[src/rtl/audio_dac_serializer_if.sv]
// Sample-pair write port of the DAC serializer: push handshake plus FIFO status.
// The producer uses the master modport, the serializer the slave modport.
interface audio_dac_serializer_if #(
  parameter int DATA_WIDTH = 24,
  parameter int FIFO_DEPTH = 4
);
  logic                          write;
  logic [DATA_WIDTH-1:0]         writedata_left;
  logic [DATA_WIDTH-1:0]         writedata_right;
  logic                          write_ready;
  logic [$clog2(FIFO_DEPTH):0]   fifo_level;
  logic                          underflow;

  modport master (
    output write, writedata_left, writedata_right,
    input  write_ready, fifo_level, underflow
  );

  modport slave (
    input  write, writedata_left, writedata_right,
    output write_ready, fifo_level, underflow
  );
endinterface

[src/rtl/audio_dac_serializer.sv]
// I2S transmit serializer: buffers stereo pairs in a small FIFO and shifts them out
// MSB-first on AUD_DACDAT, timed by CODEC-mastered BCLK/LRCK sampled in CLOCK_50.
module audio_dac_serializer #(
  parameter int DATA_WIDTH = 24,
  parameter int FIFO_DEPTH = 4
) (
  input  logic                   CLOCK_50,
  input  logic                   reset_n,
  audio_dac_serializer_if.slave  wr_bus,
  input  logic                   AUD_BCLK,
  input  logic                   AUD_DACLRCK,
  output logic                   AUD_DACDAT
);

  localparam int PTR_W = $clog2(FIFO_DEPTH);
  localparam int LVL_W = PTR_W + 1;
  localparam int CNT_W = $clog2(DATA_WIDTH + 1);
  localparam logic [LVL_W-1:0] FULL_LEVEL = LVL_W'(FIFO_DEPTH);
  localparam logic [CNT_W-1:0] LAST_BIT   = CNT_W'(DATA_WIDTH);

  typedef enum logic [1:0] {IDLE, LEFT, RIGHT} state_t;

  // bit 0 = BCLK, bit 1 = LRCK
  logic [1:0] sync1_reg, sync2_reg, hist_reg;
  logic       bclk_fall, lrck_fall, lrck_rise;

  logic [2*DATA_WIDTH-1:0] fifo_mem [FIFO_DEPTH];
  logic [2*DATA_WIDTH-1:0] fifo_head;
  logic [PTR_W-1:0]        wr_ptr_reg, rd_ptr_reg;
  logic [LVL_W-1:0]        level_reg;
  logic                    fifo_empty, write_ready_int, push, pop, frame_start;

  state_t                  state_reg;
  logic [DATA_WIDTH-1:0]   shift_reg, hold_reg;
  logic [CNT_W-1:0]        bit_cnt_reg;
  logic                    dacdat_reg, underflow_reg;

  always_ff @(posedge CLOCK_50 or negedge reset_n) begin
    if (!reset_n) begin
      sync1_reg <= '0;
      sync2_reg <= '0;
      hist_reg  <= '0;
    end else begin
      sync1_reg <= {AUD_DACLRCK, AUD_BCLK};
      sync2_reg <= sync1_reg;
      hist_reg  <= sync2_reg;
    end
  end

  assign bclk_fall = hist_reg[0] & ~sync2_reg[0];
  assign lrck_fall = hist_reg[1] & ~sync2_reg[1];
  assign lrck_rise = ~hist_reg[1] & sync2_reg[1];

  assign fifo_empty      = (level_reg == '0);
  assign write_ready_int = (level_reg != FULL_LEVEL);
  assign push            = wr_bus.write & write_ready_int;
  // A falling LRCK only starts a frame from IDLE or RIGHT; LEFT always leaves on a rise.
  assign frame_start     = lrck_fall & (state_reg != LEFT);
  assign pop             = frame_start & ~fifo_empty;
  assign fifo_head       = fifo_mem[rd_ptr_reg];

  always_ff @(posedge CLOCK_50) begin
    if (push) begin
      fifo_mem[wr_ptr_reg] <= {wr_bus.writedata_left, wr_bus.writedata_right};
    end
  end

  always_ff @(posedge CLOCK_50 or negedge reset_n) begin
    if (!reset_n) begin
      wr_ptr_reg    <= '0;
      rd_ptr_reg    <= '0;
      level_reg     <= '0;
      state_reg     <= IDLE;
      shift_reg     <= '0;
      hold_reg      <= '0;
      bit_cnt_reg   <= '0;
      dacdat_reg    <= 1'b0;
      underflow_reg <= 1'b0;
    end else begin
      underflow_reg <= 1'b0;
      if (push) wr_ptr_reg <= wr_ptr_reg + 1'b1;
      if (pop)  rd_ptr_reg <= rd_ptr_reg + 1'b1;
      case ({push, pop})
        2'b10:   level_reg <= level_reg + 1'b1;
        2'b01:   level_reg <= level_reg - 1'b1;
        default: level_reg <= level_reg;
      endcase

      // LRCK edges take priority over a coincident BCLK fall: that BCLK is the delay slot.
      if (frame_start) begin
        state_reg   <= LEFT;
        bit_cnt_reg <= '0;
        dacdat_reg  <= 1'b0;
        if (fifo_empty) begin
          shift_reg     <= '0;
          hold_reg      <= '0;
          underflow_reg <= 1'b1;
        end else begin
          shift_reg <= fifo_head[2*DATA_WIDTH-1:DATA_WIDTH];
          hold_reg  <= fifo_head[DATA_WIDTH-1:0];
        end
      end else if (state_reg == LEFT && lrck_rise) begin
        state_reg   <= RIGHT;
        shift_reg   <= hold_reg;
        bit_cnt_reg <= '0;
        dacdat_reg  <= 1'b0;
      end else if (state_reg != IDLE && bclk_fall) begin
        if (bit_cnt_reg != LAST_BIT) begin
          dacdat_reg  <= shift_reg[DATA_WIDTH-1];
          shift_reg   <= {shift_reg[DATA_WIDTH-2:0], 1'b0};
          bit_cnt_reg <= bit_cnt_reg + 1'b1;
        end else begin
          dacdat_reg <= 1'b0;
        end
      end
    end
  end

  assign wr_bus.write_ready = write_ready_int;
  assign wr_bus.fifo_level  = level_reg;
  assign wr_bus.underflow   = underflow_reg;
  assign AUD_DACDAT         = dacdat_reg;

endmodule

[src/flat_wrapper.sv]
// flat-port wrapper written by rule: the top's interface ports become plain ports
module audio_dac_serializer_flat 
#(
  parameter int DATA_WIDTH = 24,
  parameter int FIFO_DEPTH = 4
)
  (CLOCK_50, reset_n, AUD_BCLK, AUD_DACLRCK, AUD_DACDAT, wr_bus_write, wr_bus_writedata_left, wr_bus_writedata_right, wr_bus_write_ready, wr_bus_fifo_level, wr_bus_underflow);
  audio_dac_serializer_if #(.DATA_WIDTH(DATA_WIDTH), .FIFO_DEPTH(FIFO_DEPTH)) wr_bus_i ();
  input  logic CLOCK_50;
  input  logic reset_n;
  input  logic AUD_BCLK;
  input  logic AUD_DACLRCK;
  output logic AUD_DACDAT;
  input wire logic [$bits(wr_bus_i.write)-1:0] wr_bus_write;
  input wire logic [$bits(wr_bus_i.writedata_left)-1:0] wr_bus_writedata_left;
  input wire logic [$bits(wr_bus_i.writedata_right)-1:0] wr_bus_writedata_right;
  output wire logic [$bits(wr_bus_i.write_ready)-1:0] wr_bus_write_ready;
  output wire logic [$bits(wr_bus_i.fifo_level)-1:0] wr_bus_fifo_level;
  output wire logic [$bits(wr_bus_i.underflow)-1:0] wr_bus_underflow;
  assign wr_bus_i.write = wr_bus_write;
  assign wr_bus_i.writedata_left = wr_bus_writedata_left;
  assign wr_bus_i.writedata_right = wr_bus_writedata_right;
  assign wr_bus_write_ready = wr_bus_i.write_ready;
  assign wr_bus_fifo_level = wr_bus_i.fifo_level;
  assign wr_bus_underflow = wr_bus_i.underflow;
  audio_dac_serializer #(.DATA_WIDTH(DATA_WIDTH), .FIFO_DEPTH(FIFO_DEPTH)) u_core (.CLOCK_50(CLOCK_50), .reset_n(reset_n), .wr_bus(wr_bus_i), .AUD_BCLK(AUD_BCLK), .AUD_DACLRCK(AUD_DACLRCK), .AUD_DACDAT(AUD_DACDAT));
endmodule
[config.mk]
export PLATFORM = sky130hd
export DESIGN_NAME = audio_dac_serializer_flat
export DESIGN_NICKNAME = d
export VERILOG_FILES = /design/src/rtl/audio_dac_serializer_if.sv /design/src/rtl/audio_dac_serializer.sv /design/src/flat_wrapper.sv
export SDC_FILE = /design/constraint.sdc
export NUM_CORES = 1
export LEC_CHECK = 0
export CORE_UTILIZATION = 30
export CTS_CLUSTER_DIAMETER = 120
export CTS_CLUSTER_SIZE = 30
export DETAILED_ROUTE_END_ITERATION = 10
export GPL_ROUTABILITY_DRIVEN = 0
export GPL_TIMING_DRIVEN = 0
export PLACE_DENSITY = 0.44
export SETUP_SLACK_MARGIN = 0.4
export SLEW_MARGIN = 20
export SYNTH_ARGS = -nofsm -noshare
export SYNTH_HDL_FRONTEND = slang
export SYNTH_SLANG_ARGS = --single-unit
[constraint.sdc]
create_clock -name CLOCK_50 -period 3.3 [get_ports CLOCK_50]
set_input_delay 0.825 -clock CLOCK_50 [delete_from_list [all_inputs] [get_ports CLOCK_50]]
set_output_delay 0.825 -clock CLOCK_50 [all_outputs]
set_load 0.01 [all_outputs]
==> summary.txt <==
Logic synthesis
  • Yosys top cell area share: between 50% and 60%
  • Library cell with the largest summed area after synthesis: edfxtp_1
  • Synth Instances: between 500 and 600
  • Dominant synthesized flop cell: edfxtp_1
  • Synth Warn #: 0
  • Synth Net Count: between 500 and 600
  • Register area share after synthesis: 75.2%
  • Cell variety after synth: 36
  • Yosys reg bits: 262
  • Async SR Flop Fraction: a little over a quarter
  • Mapped cell area: ~10000 um^2
  • Synth area leaders: edfxtp_1, dfrtp_1, mux4_2, a22o_1, a2bb2oi_1
  • EDFF count, synth: ~190
  • Top post-synthesis cells by count: edfxtp_1, dfrtp_1, mux4_2
  • Top-count cell post-synth: edfxtp_1
  • Mean Syn Cell Area: ~20 um^2

STA
  • Max Clock Freq: 376 MHz
  • Unrepaired setup endpoints after global routing: no
  • Layout Skew: between 0.02 and 0.025 ns
  • Final Cycle Share: between 80% and 90%
  • Setup TNS: 0 ns
  • Final Hold Fails: 0
  • Fin crit period: approximately 2.7 ns
  • Slew Viols, Final: 0
  • Max-slew headroom: about 44%
  • Final hold slack: approximately 0.26 ns
  • Setup violators final: 0
  • Worst-Margin Slew: between 0.8 and 0.9 ns

Route
  • Met1 Wirelength: ~9400 um
  • DR WL met2: approximately 10000 um
  • Top sig layer: met4
  • DRC errors left: 0
  • Routed length per placed instance: 19.6 um
  • Vias per inst: around 4.8
  • Met3 wire length: 674 um
  • DR iter-0 viols: a little under 200
  • Final ANT Viol Nets: 0
  • WL final: 20300 um
  • First-pass DRT Iterations: 4
  • Routed via count: between 4000 and 5000

Clock network
  • Htree depth: 1
  • CTS tree: built
  • Clk Latency, worst-skew pair: ~0.48 ns
  • Root buffer cell: clkbuf_16
  • Cts hold-fix bufs: 0
  • CTS max path bufs: 3
  • Clock transition at path regs: 0.11 ns
  • Clock sinks: ~260
  • Inserted Clock Buffers: 12

Power and ir drop
  • Pint: 0.00637 W
  • Reg power frac: 52.9%
  • Sw Ratio: 28.5%
  • Comb power frac: roughly 28%
  • Largest vdd supply drop: 292 uV
  • Clock Power Share: 19.2%
  • Switching pwr: around 0.0025 W
  • Leakage: 3.95 nW
  • Power Dens Cells: 764 nW/um^2

Critical path
  • WP buf/inv: 2
  • Slowest-stage cell, CP: clkdlybuf4s50_1
  • Top Family by Delay on Critical Path: buffers and inverters
  • R2R depth: 9
  • Worst-path cell chain: inv_1 -> nand3_1 -> clkdlybuf4s50_1
  • Req. time, crit path: 2.47 ns
  • Slowest cell delay on critical path: just under 0.6 ns
  • Crit Path Category: reg2out
  • Critical Path AT: roughly 1.8 ns
  • R2r startpoint: u_core.sync2_reg[1]
  • CP Launch Type: register
  • CP max FO: 6
  • Worst R2R Setup Slack: around 0.65 ns
  • Crit path capture type: output port
  • Reg2Reg Capture Point: u_core.wr_bus.fifo_level[2]

Floorplan
  • Die Span X: ~180 um
  • Core ar.: between 30000 and 40000 um^2
  • Io pins: 59
  • Die ar.: roughly 34000 um^2
  • Cell Rows: 66
  • Die H: between 150 and 200 um
  • Initial core utilization: a little under a third

Flow run
  • Max_cap viols: 0

Cells and area
  • Ratio of cells with drive above 1 in the final layout: between 10% and 20%
  • Nets@finish: 650
  • Max FFs per register: between 150 and 200
  • Count of antenna diodes in the layout: 0
  • Area Overhead vs Synth: 16.5%

Global route
  • First-pass GRT wire length: 32100 um
  • Tot GR Track Use: between 10% and 20%
  • Largest net degree at the start of global routing: 45
  • Vias in the first global route: 5351
  • Grt ovf: 0
  • Initial antenna violation count: 0

Place
  • Post-DP HPWL: roughly 13000 um
  • PortBufs: 58

Worst hold path
  • Worst min-delay path class: in2async

Outcome
  • Status: complete, no violations
## area by class of cell
class | count | area (um^2)
clock inverters | 1 | 8.76
fillers | 3080 | 21000
multi-input cells | 209 | 2300
flip-flops and latches | 262 | 7520
well taps | 442 | 553
clock buffers | 19 | 348
inverters | 10 | 37.5
plain buffers | 31 | 166
repair buffers | 63 | 716
## worst max path at each step
stage,from,end,depth (start not counted)
3_5_place_dp,u_core.sync2_reg[1],u_core.wr_bus.fifo_level[2],9
5_1_grt,u_core.sync2_reg[1],u_core.wr_bus.fifo_level[2],9
2_1_floorplan,wr_bus_write,u_core.fifo_mem[0][0],1
4_1_cts,u_core.wr_bus.fifo_level[0],wr_bus_write_ready,3
6_report,u_core.wr_bus.fifo_level[0],wr_bus_write_ready,3
3_3_place_gp,reset_n,u_core.hold_reg[13],1
## layout by cell type, fill, tap and decap left out, types with 2 or more instances in the layout
master             n
a21oi_1            3
a22o_1            24
a22oi_1            2
a2bb2oi_1         23
and2_1             3
and3_4             5
buf_16             5
buf_2             10
buf_6              5
clkbuf_1          21
clkbuf_16         13
clkdlybuf4s50_1   57
dfrtp_1           70
edfxtp_1         192
ha_1               7
inv_1             10
mux4_2            48
nand2_1           28
nand2b_1           2
nand4_1            4
nor2_1             7
nor2b_1            3
nor3_1             2
o21ai_0            2
o221ai_1          23
or2_1              2
xnor2_1            4
xor2_1             6
## power groups by stage
| stage | combinational [W] | clock [W] | sequential [W] |
|---|---|---|---|
| floorplan | 0.00170 | 0 | 0.00470 |
| global placement | 0.00244 | 0 | 0.00481 |
| detailed placement | 0.00258 | 0 | 0.00479 |
| CTS | 0.00258 | 0.00180 | 0.00472 |
| global route | 0.00275 | 0.00191 | 0.00480 |
| finish | 0.00248 | 0.00171 | 0.00471 |
## per-layer routing
metal  vias up  track usage, %
li1       2209               -
met4         0            2.23
met1      2675            17.2
met5         -               0
met3        17            1.64
met2        84            21.3
## timing repair
item,in CTS,in global routing
setup buffers,0,0
gates resized for setup,1,0
setup endpoints to repair,1,0
## cell families (layout without fill, tap and decap cells)
logic type	Yosys count	count (layout)	synth area share, %
AO/OA/AOI/OAI	79	79	6.67
XOR/XNOR	10	10	0.876
adder cells (fa/ha/maj)	8	8	1.08
buffers and inverters	41	124	2.04
flip-flops	262	262	75.2
multiplexers	50	50	11.0
AND/OR/NAND/NOR	62	62	3.09
## per-stage QoR
step | instance area, um^2 | worst slack, ns | instances | power [W] | utilization [%]
after floorplan | 9990 | 0.879 | 512 | 0.00640 | -
after global placement | 11100 | -1.14 | 1012 | 0.00725 | 34.1
after detailed placement | 11300 | 0.322 | 1017 | 0.00737 | 34.6
after CTS | 11600 | 0.618 | 1037 | 0.00910 | 35.7
after global routing | 11600 | 0.438 | 1037 | 0.00945 | 35.7
final | 11600 | 0.642 | 1037 | 0.00890 | 35.7
No activity file was read; power rests on OpenSTA's default activity.
